<file path="src/rtl/credit_tx.sv">
// credit_tx: transmit side of a credit-based FIFO link.
// A single-entry hold register sits between the local producer (valid/ready)
// and the remote receiver. A word is forwarded only while a credit is held.
// The credit counter mirrors the receiver's free slots and is topped up by
// credit-return pulses. A drain sequence lets software wait until the hold
// register is empty and every credit has come home.
module credit_tx #(
  parameter int DATA_WIDTH  = 32,
  parameter int MAX_CREDITS = 8,
  localparam int CNT_W      = $clog2(MAX_CREDITS + 1)
) (
  input  logic                  clk,
  input  logic                  rst_n,
  input  logic                  s_valid,
  output logic                  s_ready,
  input  logic [DATA_WIDTH-1:0] s_data,
  output logic                  tx_valid,
  output logic [DATA_WIDTH-1:0] tx_data,
  input  logic                  cr_return_valid,
  input  logic [CNT_W-1:0]      cr_return_count,
  output logic [CNT_W-1:0]      credits_avail,
  input  logic                  drain_req,
  output logic                  drain_done,
  output logic                  cr_overflow
);

  localparam logic [CNT_W-1:0] MAX_CNT = CNT_W'(MAX_CREDITS);
  localparam logic [CNT_W:0]   MAX_EXT = (CNT_W + 1)'(MAX_CREDITS);

  typedef enum logic [1:0] {
    ST_INIT,
    ST_RUN,
    ST_DRAIN,
    ST_DONE
  } state_t;

  state_t                state;
  logic [CNT_W-1:0]      credits;
  logic                  hold_valid;
  logic [DATA_WIDTH-1:0] hold_data;

  logic                  credit_ok;
  logic                  accept;
  logic                  send;
  logic [CNT_W:0]        ret_ext;
  logic [CNT_W:0]        credits_next;

  assign credits_avail = credits;

  // Handshake, send decision and next credit count, all from registered state.
  // Sends look only at the registered count so a same-cycle return never
  // enables a send.
  always_comb begin
    credit_ok    = (credits != '0);
    s_ready      = (state == ST_RUN) && !drain_req && (!hold_valid || credit_ok);
    accept       = s_valid && s_ready;
    send         = hold_valid && credit_ok;
    ret_ext      = cr_return_valid ? {1'b0, cr_return_count} : '0;
    credits_next = {1'b0, credits} - {{CNT_W{1'b0}}, send} + ret_ext;
  end

  // Link state machine, hold register, credit counter and registered outputs.
  always_ff @(posedge clk) begin
    if (!rst_n) begin
      state       <= ST_INIT;
      credits     <= '0;
      hold_valid  <= 1'b0;
      hold_data   <= '0;
      tx_valid    <= 1'b0;
      tx_data     <= '0;
      drain_done  <= 1'b0;
      cr_overflow <= 1'b0;
    end else begin
      // One-cycle hold-to-tx latency; tx_data keeps its last value when idle.
      tx_valid <= send;
      if (send) begin
        tx_data <= hold_data;
      end

      // Accept and send in the same cycle simply replace the hold word.
      if (accept) begin
        hold_valid <= 1'b1;
        hold_data  <= s_data;
      end else if (send) begin
        hold_valid <= 1'b0;
      end

      // Credits are loaded in INIT; any nonzero return there is an error.
      if (state == ST_INIT) begin
        credits <= MAX_CNT;
        if (cr_return_valid && (cr_return_count != '0)) begin
          cr_overflow <= 1'b1;
        end
      end else if (credits_next > MAX_EXT) begin
        credits     <= MAX_CNT;
        cr_overflow <= 1'b1;
      end else begin
        credits <= credits_next[CNT_W-1:0];
      end

      case (state)
        ST_INIT: begin
          state <= ST_RUN;
        end
        ST_RUN: begin
          if (drain_req) begin
            state <= ST_DRAIN;
          end
        end
        ST_DRAIN: begin
          if (!drain_req) begin
            state <= ST_RUN;
          end else if (!hold_valid && (credits == MAX_CNT)) begin
            state      <= ST_DONE;
            drain_done <= 1'b1;
          end
        end
        ST_DONE: begin
          if (!drain_req) begin
            state      <= ST_RUN;
            drain_done <= 1'b0;
          end
        end
        default: begin
          state <= ST_INIT;
        end
      endcase
    end
  end

endmodule
</file>
<file path="config.mk">
export PLATFORM = sky130hd
export DESIGN_NAME = credit_tx
export DESIGN_NICKNAME = d
export VERILOG_FILES = /design/src/rtl/credit_tx.sv
export SDC_FILE = /design/constraint.sdc
export NUM_CORES = 1
export LEC_CHECK = 0
export ABC_AREA = 1
export CAP_MARGIN = 40
export CORE_ASPECT_RATIO = 1.1
export CORE_MARGIN = 10
export CORE_UTILIZATION = 55
export DETAILED_ROUTE_END_ITERATION = 7
export DONT_BUFFER_PORTS = 1
export GPL_TIMING_DRIVEN = 1
export PLACE_DENSITY = 0.82
export SYNTH_ARGS = -nofsm -noshare
export SYNTH_HDL_FRONTEND = slang
export SYNTH_SLANG_ARGS = --single-unit
</file>
<file path="constraint.sdc">
create_clock -name clk -period 2.95 [get_ports clk]
set_input_delay 0.59 -clock clk [delete_from_list [all_inputs] [get_ports clk]]
set_output_delay 0.59 -clock clk [all_outputs]
set_load 0.05 [all_outputs]
</file>
After elaboration in Yosys (flattened, before gate mapping). Cells that the tools add are included. Widths: inputs -> output; s select.

Register bits after elaboration: 74. Logic and storage cells: 59. Output and inout port bits: 40.

Bitwise logic cells: 1. Add/subtract/negate cells: 2. Equality and inequality tests: 10. Mux-type cells: 17. $lt $le $gt $ge: 1. Reductions and logical operators: 19.

Operators with widths (number): $mux 4 (3); $mux 1 (8); $mux 2 (4); $ne 2x2->1 const B (4); $pmux 2 s4 (1); $reduce_bool 4->1 (2); $logic_and 1x1->1 (6); $reduce_bool 2->1 (3); $add 5x4->5 (1); $gt 5x4->1 const B (1); $sub 4x1->5 (1); $eq 2x2->1 const B (2); $eq 4x4->1 const B (1); $reduce_and 4->1 (1); $ne 3x3->1 const B (1); $reduce_and 3->1 (1); $reduce_or 3->1 (1); $eq 2x1->1 const B (1); $logic_not 1->1 (2); $logic_not 2->1 (1); $ne 2x1->1 const B (1); $pmux 1 s2 (1); $reduce_and 2->1 (1); $logic_or 1x1->1 (1); $not 1->1 (1).

Depth between registers and ports, before layout.
Depth after elaboration: 7. Depth in mapped cells: 19. Mapped depth without buffers: 17.

Least setup slack after synthesis. No wires, ideal clock.

Path kind: register to register. From: reg credits[2], in the netlist credits_avail[2]. To: reg credits[3], in the netlist credits_avail[3]. Buffers on the path: 2. Library setup time: 0.116 ns. Required time: 2.834 ns. Data arrival time: 2.587 ns. Path slack: 0.247 ns. Cell stages (with the launch flop): 20. Path through: dfxtp_1 > inv_1 > nand3_1 > nand2_1 > inv_2 > buf_6 > buf_6 > ha_1 > inv_1 > ha_1 > inv_1 > fa_1 > inv_1 > nand3_1 > nand2_1 > nand2_1 > nand2_1 > inv_1 > nor2_1 > nor2_1.

Word-level cells in the longest chain between the ends: 7.

RTL lines: start: declaration (line 38) `logic [CNT_W-1:0] credits;`; start signal: assignment (line 98) `credits <= credits_next[CNT_W-1:0];`; $reduce_bool 4->1 (*) (line 54) `credit_ok = (credits != '0);`; $logic_and 1x1->1 (*) (line 57) `send = hold_valid && credit_ok;`; net send (line 44) `logic send;`; $sub 4x1->5 (*) (line 59) `credits_next = {1'b0, credits} - {{CNT_W{1'b0}}, send} + ret_ext;`; $add 5x4->5 (*) (line 59); $gt 5x4->1 (line 94) `end else if (credits_next > MAX_EXT) begin`; $mux 4 (*) (line 94); $mux 4 (*) (line 89) `if (state == ST_INIT) begin`.

The timed path passes the listed nets; every way through them passes the cells marked *. A chain may end at the register's enable or synchronous reset.

Worst setup path after layout.
From: reg credits[1], in the netlist credits_avail[1]. To: reg credits[0], in the netlist credits_avail[0].

Word-level cells in the longest chain between the ends: 6.

RTL lines (line): $reduce_bool 4->1 (54); $logic_and 1x1->1 (57); $sub 4x1->5 (*) (59); $add 5x4->5 (*) (59); $gt 5x4->1 (94); $reduce_or 3->1 (no source line).

Mark *: on every way between the ends. The rest lies on a longest branch, timed or not.

==> report_table.html <==
<table>
<tr><th>Metric</th><th>Value</th></tr>
<tr><th colspan="2">Run status</th></tr>
<tr><td>Outcome</td><td>finished, final reports clean</td></tr>
<tr><th colspan="2">Logic synthesis</th></tr>
<tr><td>Average cell area after synthesis</td><td>7.402 sq um</td></tr>
<tr><td>Count of unique library cells instantiated by Yosys</td><td>20</td></tr>
<tr><td>Mapped Nets</td><td>483</td></tr>
<tr><td>Post-synth design cell area</td><td>3168 sq um</td></tr>
<tr><td>Flop and latch count out of synthesis</td><td>74</td></tr>
<tr><td>Yosys top cell by area</td><td>dfxtp_1</td></tr>
<tr><td>Number of warnings printed during yosys synthesis</td><td>0</td></tr>
<tr><td>Area share of the leading cell type in the synthesized netlist</td><td>46.76%</td></tr>
<tr><td>Post-synthesis instance total</td><td>428</td></tr>
<tr><td>Sequential area share after synthesis</td><td>46.76%</td></tr>
<tr><td>Top area cells in the synthesized netlist</td><td>dfxtp_1, nand2_1, nor2_1, inv_1, a21oi_1</td></tr>
<tr><th colspan="2">Cells and area</th></tr>
<tr><td>Filler Cells Inserted</td><td>523</td></tr>
<tr><td>Area taken by flip-flops and latches</td><td>1481 sq um</td></tr>
<tr><td>Net count of the finished layout</td><td>479</td></tr>
<tr><td>Final core area utilization</td><td>60.33%</td></tr>
<tr><td>Fraction of layout cells with a size suffix above 1</td><td>5.841%</td></tr>
<tr><td>Layout overhead on the synthesized area</td><td>4.739%</td></tr>
<tr><td>Diode count</td><td>0</td></tr>
<tr><td>Area occupied by multi-input gates</td><td>1284 sq um</td></tr>
<tr><th colspan="2">Timing</th></tr>
<tr><td>Achievable Freq</td><td>0.4227 GHz</td></tr>
<tr><td>Skew final</td><td>0.008740 ns</td></tr>
<tr><td>Final TNS setup</td><td>0 ns</td></tr>
<tr><td>Final Hold Vio Count</td><td>0</td></tr>
<tr><td>Slew Limit Fails</td><td>0</td></tr>
<tr><td>Final worst-path setup slack</td><td>0.5843 ns</td></tr>
<tr><td>Slew Limit Headroom</td><td>59.25%</td></tr>
<tr><td>Unrepaired setup endpoints after global routing</td><td>false</td></tr>
<tr><td>Ratio of final minimum period to clock period</td><td>80.19%</td></tr>
<tr><td>Actual slew at the worst max-slew pin</td><td>0.6113 ns</td></tr>
<tr><td>Min Tclk post-route</td><td>2.366 ns</td></tr>
<tr><td>Number of setup violations in the final report</td><td>0</td></tr>
<tr><th colspan="2">Floorplan</th></tr>
<tr><td>Area of the core region</td><td>5500 sq um</td></tr>
<tr><td>Initial core utilization</td><td>57.60%</td></tr>
<tr><td>Number of top-level design ports</td><td>81</td></tr>
<tr><td>Die W</td><td>92.37 um</td></tr>
<tr><td>Die area</td><td>9200 sq um</td></tr>
<tr><td>Height of the die</td><td>99.60 um</td></tr>
<tr><td>Number of core rows</td><td>28</td></tr>
<tr><th colspan="2">Setup path</th></tr>
<tr><td>WP buf/inv</td><td>4</td></tr>
<tr><td>Worst setup SP type</td><td>flop</td></tr>
<tr><td>Critical path's largest stage delay</td><td>0.38 ns</td></tr>
<tr><td>Sort of element at the end of the critical path</td><td>flop</td></tr>
<tr><td>Critical path data required time</td><td>3.21 ns</td></tr>
<tr><td>Largest fanout on the critical path</td><td>3</td></tr>
<tr><td>Chain of cells forming the critical path</td><td>nor2_2 -&gt; nand3_1 -&gt; nand2_1 -&gt; inv_2 -&gt; ha_1 -&gt; inv_1 -&gt; ha_1 -&gt; inv_1 -&gt; fa_1 -&gt; inv_1 -&gt; nand3_1 -&gt; nand2_1 -&gt; nand2_1 -&gt; nand2_1 -&gt; nand3_1 -&gt; nor2_1</td></tr>
<tr><td>Arrival time of data at the critical path endpoint</td><td>2.62 ns</td></tr>
<tr><td>Crit path max-delay family</td><td>simple AND/OR/NAND/NOR gates</td></tr>
<tr><td>Cell type with the highest occurrence count on the critical path</td><td>nand2_1</td></tr>
<tr><td>Slowest cell on the critical path</td><td>fa_1</td></tr>
<tr><td>Category of the critical setup timing path</td><td>reg -&gt; reg</td></tr>
<tr><th colspan="2">CTS</th></tr>
<tr><td>Clk Latency, worst-skew pair</td><td>0.32 ns</td></tr>
<tr><td>Clock-pin slew of the registers on the worst-case setup and hold paths</td><td>0.07 ns</td></tr>
<tr><td>Number of gates resized after cts</td><td>0</td></tr>
<tr><td>Maximum level of the CTS H-tree</td><td>3</td></tr>
<tr><td>Clk buf depth</td><td>2</td></tr>
<tr><td>Clock tree from TritonCTS</td><td>yes</td></tr>
<tr><td>Count of hold-fix buffers inserted at cts</td><td>0</td></tr>
<tr><td>Number of buffers inserted during clock tree synthesis</td><td>9</td></tr>
<tr><td>Number of buffers inserted to repair setup after CTS</td><td>0</td></tr>
<tr><td>Clock Sink Count</td><td>74</td></tr>
<tr><td>Clock Root Buffer</td><td>clkbuf_8</td></tr>
<tr><th colspan="2">Global route</th></tr>
<tr><td>Antenna violations before repair</td><td>0</td></tr>
<tr><td>Sum of overflow across all layers after global routing</td><td>0</td></tr>
<tr><td>Via count of the first global-routing pass</td><td>2315</td></tr>
<tr><td>Combined global-route utilization of all metal layers</td><td>14.51%</td></tr>
<tr><td>Global-route wire length before repair</td><td>11010 um</td></tr>
<tr><td>Pin count of the biggest net entering global routing</td><td>69</td></tr>
<tr><th colspan="2">Route</th></tr>
<tr><td>Post-detailed-route DRC marker count</td><td>0</td></tr>
<tr><td>Starting DRC count in detailed routing</td><td>193</td></tr>
<tr><td>Detailed-route vias per instance</td><td>4.863</td></tr>
<tr><td>Final WL</td><td>6751 um</td></tr>
<tr><td>Average routed wire per standard cell</td><td>13.42 um</td></tr>
<tr><td>Total via count in the routed design</td><td>2446</td></tr>
<tr><td>Detail Route Antenna Nets</td><td>0</td></tr>
<tr><td>First-pass DRT Iterations</td><td>4</td></tr>
<tr><th colspan="2">Worst hold path</th></tr>
<tr><td>Worst hold path type</td><td>in -&gt; reg</td></tr>
<tr><th colspan="2">Placed design</th></tr>
<tr><td>Placer's final routability congestion estimate</td><td>0.8358</td></tr>
<tr><td>Placement Setup Slack</td><td>0.5999 ns</td></tr>
<tr><td>IO buf count</td><td>0</td></tr>
<tr><td>Post-detail-place hpwl</td><td>4679 um</td></tr>
<tr><th colspan="2">Power</th></tr>
<tr><td>Pwr/cell area</td><td>725.3 nW/um^2</td></tr>
<tr><td>Standby leakage power</td><td>1.672 nW</td></tr>
<tr><td>VDD IR-drop max</td><td>0.0003952 V</td></tr>
<tr><th colspan="2">Flow run</th></tr>
<tr><td>Number of max-cap violations</td><td>0</td></tr>
</table>
sequential cells by signal, indices dropped and copies added, names as in the netlist:
signal         flops
tx_valid           1
hold_valid         1
cr_overflow        1
credits_avail      4
hold_data         32
drain_done         1
state              2
tx_data           32
worst paths after layout:
| check | depth (start not counted) | slack (ns) | start | end |
|---|---|---|---|---|
| worst min register to register | 2 | 0.45 | hold_data[3]$_SDFFE_PN0P_ | tx_data[3]$_SDFFE_PN0P_ |
| worst max-delay path | 16 | 0.58 | credits_avail[1]$_SDFF_PP0_ | credits_avail[0]$_SDFF_PP0_ |
| worst min-delay path | 2 | 0.38 | rst_n | hold_valid$_SDFFE_PN0P_ |
| worst max register to register | 16 | 0.58 | credits_avail[1]$_SDFF_PP0_ | credits_avail[0]$_SDFF_PP0_ |
cells in the final DEF, fill, tap and decap left out, drive strengths merged:
cell type	n
clkbuf	12
clkinv	2
nand2	92
nand3	10
buf	6
o21ai	35
ha	13
nand4	3
a21oi	37
fa	1
inv	61
nor2	79
and2	1
bufinv	1
dfxtp	74
o21a	1
where the power goes:
group	internal, mW	total, mW	switching [mW]
combinational	0.147	0.425	0.278
sequential	1.09	1.24	0.151
clock	0.408	0.740	0.332
total	1.65	2.41	0.761
kinds of logic after synthesis:
kind of cell	count (synthesis)	synth area share (%)
compound gates	73	11.61
fa+ha+maj	14	5.766
buf+inv	82	12.72
flops	74	46.76
simple gates	185	23.14
cell type report:
cell class	count	share of cell area, %
clock buffer	12	4.374
tap	75	2.828
multi-input combinational	272	38.69
sequential	74	44.65
inverter	61	6.900
timing repair buffer	6	1.357
clock inverter	3	1.207
synthesized netlist by cell type:
| library cell | count |
|---|---|
| nand2_1 | 92 |
| nor2_1 | 77 |
| dfxtp_1 | 74 |
| inv_1 | 59 |
| a21oi_1 | 37 |
| o21ai_1 | 20 |
| o21ai_0 | 15 |
| ha_1 | 13 |
| buf_6 | 12 |
| nand3_1 | 9 |
| clkbuf_1 | 5 |
| buf_2 | 4 |
| inv_2 | 2 |
| nand4_1 | 2 |
| nor2_2 | 2 |
| and2_1 | 1 |
| fa_1 | 1 |
| nand3_2 | 1 |
| nand4_2 | 1 |
| o21a_1 | 1 |
worst register-to-register path, delay by kind of cell, from the launching register on:
kind,cells,cell delay [ns]
fa+ha+maj,3,0.81
buf+inv,4,0.23
flops,1,0.33
simple gates,9,0.93
stage by stage:
step | instances | hold WS (ns) | total power [mW] | area [sq um]
finish | 503 | 0.3841 | 2.407 | 3318
global route | 503 | 0.3680 | 2.555 | 3318
CTS | 503 | 0.3641 | 2.436 | 3318
detailed placement | 488 | 0.4402 | 1.687 | 3133
global placement | 488 | 0.4344 | 1.668 | 3133
floorplan | 428 | 0.4297 | 1.631 | 3168
metal layers:
layer	routed length [um]	GRT usage (%)
met2	3313	24.24
met5	0	0
met4	35	5.701
met3	648	6.541
met1	2753	15.71
Power figures use the tool's default switching activity.
